[src/rtl/tdm_demux.sv]
// tdm_demux -- receive end of the 3-stream TDM link.
// Splits the multiplexed word stream back into DS1/DS2/DS3. A frame is six
// clock cycles divided into `mode` equal slots (6, 3 or 2 cycles long),
// ordered DS1, DS2, DS3. One word is captured per slot at SAMPLE_OFFSET,
// which is clamped to the last cycle of the slot. Each captured word appears
// one clock later on its dsN output together with a one-cycle dsN_valid.
//
// Optional feature macro: DEMUX_LOCK_CHECK_EN
//   defined   : frame_sync must arrive exactly at each frame wrap. An early
//               sync pulses sync_err, suppresses that cycle's capture and
//               restarts the frame. A missing sync pulses sync_err and drops
//               back to IDLE.
//   undefined : frame_sync in RUN is a plain resync, a missing sync is
//               tolerated (free-run) and sync_err is tied low.
//
// Ports
//   clk        in   1       single clock, posedge
//   rst        in   1       asynchronous, active-high reset
//   mode       in   2       1=DS1, 2=DS1/DS2, 3=DS1/DS2/DS3, 0=illegal
//   frame_sync in   1       high on cycle 0 of a frame
//   mux_data   in   DATA_W  multiplexed word, held for the whole slot
//   ds1..ds3   out  DATA_W  recovered words, held until the next capture
//   dsN_valid  out  1       one-cycle strobe per new word on dsN
//   frame_done out  1       strobe with the valid of the frame's last slot
//   locked     out  1       high while the FSM is in RUN
//   sync_err   out  1       one-cycle strobe on a sync violation
module tdm_demux #(
  parameter int unsigned DATA_W        = 8,
  parameter int unsigned SAMPLE_OFFSET = 0
) (
  input  logic              clk,
  input  logic              rst,
  input  logic [1:0]        mode,
  input  logic              frame_sync,
  input  logic [DATA_W-1:0] mux_data,
  output logic [DATA_W-1:0] ds1,
  output logic [DATA_W-1:0] ds2,
  output logic [DATA_W-1:0] ds3,
  output logic              ds1_valid,
  output logic              ds2_valid,
  output logic              ds3_valid,
  output logic              frame_done,
  output logic              locked,
  output logic              sync_err
);

  typedef enum logic {IDLE, RUN} state_t;

  // No slot is longer than six cycles, so the offset saturates at 5 before
  // the per-mode clamp.
  localparam logic [2:0] OFF_SAT = (SAMPLE_OFFSET > 5) ? 3'd5 : SAMPLE_OFFSET[2:0];

  state_t     r_state, w_state_nxt;
  logic [2:0] r_cnt, w_cnt_nxt, w_cnt_eff;
  logic [1:0] r_mode_q, w_mode_nxt, w_mode_eff;
  logic       w_cap_en;
  logic [2:0] w_len, w_scyc, w_off;
  logic [1:0] w_slot;
  logic       w_hit;
`ifdef DEMUX_LOCK_CHECK_EN
  logic       w_err;
`endif

  always_ff @(posedge clk or posedge rst) begin
    if (rst) begin
      r_state  <= IDLE;
      r_cnt    <= '0;
      r_mode_q <= '0;
    end else begin
      r_state  <= w_state_nxt;
      r_cnt    <= w_cnt_nxt;
      r_mode_q <= w_mode_nxt;
    end
  end

  // w_cnt_eff / w_mode_eff describe the position and mode in force for the
  // current cycle: a sync forces position 0, and position 0 samples the new
  // mode, so the slot decode below always sees what this cycle really is.
  always_comb begin
    w_state_nxt = r_state;
    w_cnt_eff   = r_cnt;
    w_cnt_nxt   = r_cnt;
    w_mode_eff  = r_mode_q;
    w_mode_nxt  = r_mode_q;
    w_cap_en    = 1'b0;
`ifdef DEMUX_LOCK_CHECK_EN
    w_err       = 1'b0;
`endif
    case (r_state)
      IDLE: begin
        if (frame_sync && (mode != 2'd0)) begin
          w_state_nxt = RUN;
          w_cnt_eff   = '0;
          w_cnt_nxt   = 3'd1;
          w_mode_eff  = mode;
          w_mode_nxt  = mode;
          w_cap_en    = 1'b1;
        end
      end
      RUN: begin
        w_cap_en = 1'b1;
`ifdef DEMUX_LOCK_CHECK_EN
        if (frame_sync && (r_cnt != 3'd0)) begin
          w_err     = 1'b1;
          w_cap_en  = 1'b0;
          w_cnt_eff = '0;
        end else if (!frame_sync && (r_cnt == 3'd0)) begin
          w_err       = 1'b1;
          w_cap_en    = 1'b0;
          w_state_nxt = IDLE;
        end
`else
        if (frame_sync) w_cnt_eff = '0;
`endif
        if ((w_state_nxt == RUN) && (w_cnt_eff == 3'd0)) begin
          if (mode == 2'd0) begin
            w_state_nxt = IDLE;
            w_cap_en    = 1'b0;
          end else begin
            w_mode_eff = mode;
            w_mode_nxt = mode;
          end
        end
        w_cnt_nxt = (w_cnt_eff == 3'd5) ? '0 : w_cnt_eff + 3'd1;
      end
    endcase
  end

  // Slot index / cycle-within-slot for the three legal slot lengths.
  always_comb begin
    w_len  = 3'd6;
    w_slot = 2'd0;
    w_scyc = w_cnt_eff;
    case (w_mode_eff)
      2'd2: begin
        w_len = 3'd3;
        if (w_cnt_eff >= 3'd3) begin
          w_slot = 2'd1;
          w_scyc = w_cnt_eff - 3'd3;
        end
      end
      2'd3: begin
        w_len  = 3'd2;
        w_slot = w_cnt_eff[2:1];
        w_scyc = {2'b00, w_cnt_eff[0]};
      end
      default: ;
    endcase
    w_off = (OFF_SAT >= w_len) ? (w_len - 3'd1) : OFF_SAT;
    w_hit = w_cap_en && (w_scyc == w_off);
  end

  always_ff @(posedge clk or posedge rst) begin
    if (rst) begin
      ds1        <= '0;
      ds2        <= '0;
      ds3        <= '0;
      ds1_valid  <= 1'b0;
      ds2_valid  <= 1'b0;
      ds3_valid  <= 1'b0;
      frame_done <= 1'b0;
`ifdef DEMUX_LOCK_CHECK_EN
      sync_err   <= 1'b0;
`endif
    end else begin
      ds1_valid  <= 1'b0;
      ds2_valid  <= 1'b0;
      ds3_valid  <= 1'b0;
      frame_done <= 1'b0;
`ifdef DEMUX_LOCK_CHECK_EN
      sync_err   <= w_err;
`endif
      if (w_hit) begin
        frame_done <= (w_slot == (w_mode_eff - 2'd1));
        case (w_slot)
          2'd0:    begin ds1 <= mux_data; ds1_valid <= 1'b1; end
          2'd1:    begin ds2 <= mux_data; ds2_valid <= 1'b1; end
          default: begin ds3 <= mux_data; ds3_valid <= 1'b1; end
        endcase
      end
    end
  end

`ifndef DEMUX_LOCK_CHECK_EN
  assign sync_err = 1'b0;
`endif

  assign locked = (r_state == RUN);

endmodule
[config.mk]
export PLATFORM = sky130hd
export DESIGN_NAME = tdm_demux
export DESIGN_NICKNAME = d
export VERILOG_FILES = /design/src/rtl/tdm_demux.sv
export SDC_FILE = /design/constraint.sdc
export NUM_CORES = 1
export LEC_CHECK = 0
export ABC_AREA = 1
export CAP_MARGIN = 20
export CORE_ASPECT_RATIO = 0.9
export CORE_UTILIZATION = 53
export DETAILED_ROUTE_END_ITERATION = 10
export PLACE_DENSITY = 0.92
export SYNTH_ARGS = -nofsm -noshare
export SYNTH_HDL_FRONTEND = slang
export SYNTH_SLANG_ARGS = --single-unit
[constraint.sdc]
create_clock -name clk -period 4.3 [get_ports clk]
set_input_delay 1.075 -clock clk [delete_from_list [all_inputs] [get_ports clk]]
set_output_delay 1.075 -clock clk [all_outputs]
set_load 0.05 [all_outputs]
==> results.ini <==
[synth]
synth_area_leaders=dfrtp_1, nand2_1, nand4_1
synth-edff-count=0
yosysSeqAreaShare_pct=46.54
syn_inst=207
synth_top_cell_by_area=dfrtp_1
synthArstFlopShare_pct=100.0
synth_ff_type=dfrtp_1
synth_commonest_cells=nand2_1, dfrtp_1, nand4_1, inv_1, nor2_1
synthDistinctLibCells=29
yosysMostFrequentCell=nand2_1
syn_area_per_cell_um2=8.831
synth-seq-cells=34
syn-num-nets=224
yosys.area.top_type_share_pct=46.54
yosys_warnings=0
syn_area_um2=1828

[drt]
wirelength_um=4303
vias_per_cell=5.407
ant_nets=0
wl_per_cell_um=14.59
drt_iter0_drc=95
drt_drc_violations_left=0
dr.pass1.iters=4
vias=1595

[setup_path]
rr_worst_depth=14
rr_endpoint=ds2[0]
worstPathRequired_ns=4.48
start_kind=input pin
arrival_ns=3.93
critPathMaxFanout=28
reg2reg_from=locked
rrSetupSlack_ns=1.39
crit_path_end_kind=register
critPathKind=in2reg

[die]
start_util_pct=57.82
io_pins=43
core_um2=3162
die_h_um=57.72
rows=19
die_x_um=63.91
fp.dieArea_um2=3688

[grt]
overflow=0
grt_pass1_wl_um=7196
antenna_found_initial=0
grt_pass1_vias=1491
grt_usage_pct=26.23
grt_max_degree=35

[hold_path]
holdPathStages=2
worstHoldStart=ds1[7]
hold_end=ds1[7]
hp-class=reg2reg

[pwr]
powerDensity_nw_per_um2=854.7
leakage_nw=1.233
ir_drop_mv=0.4854

[layout]
diodes=0
fin_nets=269
nFillCells=216
area_growth_pct=31.42
drive_above_1_share_pct=16.60

[run]
cap_violations=0

[clock_network]
cts_buffer_depth=2
cts_sinks=34
cts.clk_slew.worst_paths_ns=0.07
cts_tree=done
htree_levels=2
ctsHoldBuffers=0
cts_setup_buffers=0
cts_made_buffers=5
clkLatencyLatePin_ns=0.29
root_buffer=clkbuf_8
ctsResizeCount=0

[sta]
finalHoldViolCount=0
rsz0062_at_grt=false
slew_viol_final=0
final.min_clock_period_ns=3.752
holdWs_ns=0.4761
min_period_over_period_pct=87.25
maxSlewHeadroom_pct=65.52
worst_pin_slew_ns=0.5152
setup_violations=0
finalSetupTns_ns=0
fmax_ghz=0.2666
skew_ns=0.001943

[placement]
io_buffers=41
dp_hpwl_um=3001
gp_congestion=0.8210

[status]
outcome=completed

[cell usage in the layout, fill, tap and decap left out]
master and n:
a21oi_1 2, a21oi_2 1, a21oi_4 1, a31oi_1 1
buf_4 3, bufinv_16 2, clkbuf_8 6, clkdlybuf4s50_1 41
clkinv_1 1, conb_1 1, dfrtp_1 34, ha_1 4
inv_1 12, inv_2 9, nand2_1 68, nand2_2 5
nand2_4 3, nand3_1 7, nand3_2 1, nand3_4 3
nand4_1 25, nand4_2 3, nor2_1 10, nor2_2 2
nor2_4 1, nor2_8 1, o21ai_0 2, o21ai_4 1
o221ai_1 2, xnor2_1 1
[worst max path at each step]
stage / startpoint / to / slack, ns
5_1_grt: frame_sync / ds2[4] / 0.29
6_report: frame_sync / ds2[0] / 0.55
4_1_cts: frame_sync / ds2[0] / 0.60
3_5_place_dp: frame_sync / ds2[4] / 0.30
3_3_place_gp: frame_sync / ds2[0] / 0.47
2_1_floorplan: frame_sync / ds2[0] / 1.38
[report_power, final]
part | internal, mW | switching (mW)
Sequential | 0.449 | 0.0735
Combinational | 0.360 | 0.807
Clock | 0.247 | 0.117
Total | 1.06 | 0.997
[cells by family (layout without fill, tap and decap cells)]
family | Yosys count | in the layout | share of synthesized area [%]
other | 1 | 1 | 0.2051
AOI/OAI and AO/OA | 10 | 10 | 4.655
buffers and inverters | 28 | 74 | 7.460
DFF | 34 | 34 | 46.54
xor gates and xnor gates | 1 | 1 | 0.4792
adders and majority gates | 4 | 4 | 2.738
and+or+nand+nor | 129 | 129 | 37.92
[per-stage QoR]
stage,instance area (um2),worst slack [ns],instances,power (mW),utilization (%)
global placement,2260,0.4661,287,1.647,71.47
detailed placement,2260,0.3030,287,1.681,71.47
finish,2402,0.5484,295,2.053,75.98
global route,2402,0.2946,295,2.167,75.98
floorplan,1828,1.381,207,1.367,-
CTS,2402,0.6039,295,2.054,75.98
[worst max-delay path, stage by stage]
cell and delay [ns]:
clkdlybuf4s50_1 0.60, nor2_2 0.08, nor2_1 0.16, nand2_1 0.08, o21ai_0 0.14, a21oi_1 0.05
a31oi_1 0.30, ha_1 0.35, nor2_1 0.10, a21oi_2 0.15, nand2_2 0.09, nor2_8 0.34
nand3_4 0.21, nand2_1 0.12, nand2_1 0.06
[per-layer routing]
| metal | global-route usage [%] | wire length (um) | vias to the layer above |
|---|---|---|---|
| met2 | 39.67 | 2012 | 58 |
| li1 | - | - | 784 |
| met5 | 0 | 0 | - |
| met4 | 11.36 | 83 | 0 |
| met1 | 35.94 | 1941 | 744 |
| met3 | 6.890 | 265 | 9 |
[state kept, by name, indices dropped and copies added, names as in the netlist]
register    cells
frame_done      1
r_mode_q        2
ds3_valid       1
locked          1
r_cnt           3
ds2             8
ds1             8
ds2_valid       1
ds3             8
ds1_valid       1
[final cells by class]
class                           count  area [um2]  share of cell area (%)
Clock buffer                        6       82.58                   3.438
Clock inverter                      2       60.06                   2.500
Inverter                           22       82.58                   3.438
Multi-Input combinational cell    145       840.8                   35.00
Sequential cell                    34       850.8                   35.42
Tap cell                           42       52.55                   2.188
Timing Repair Buffer               44       432.9                   18.02
Power figures use the tool's default switching activity.
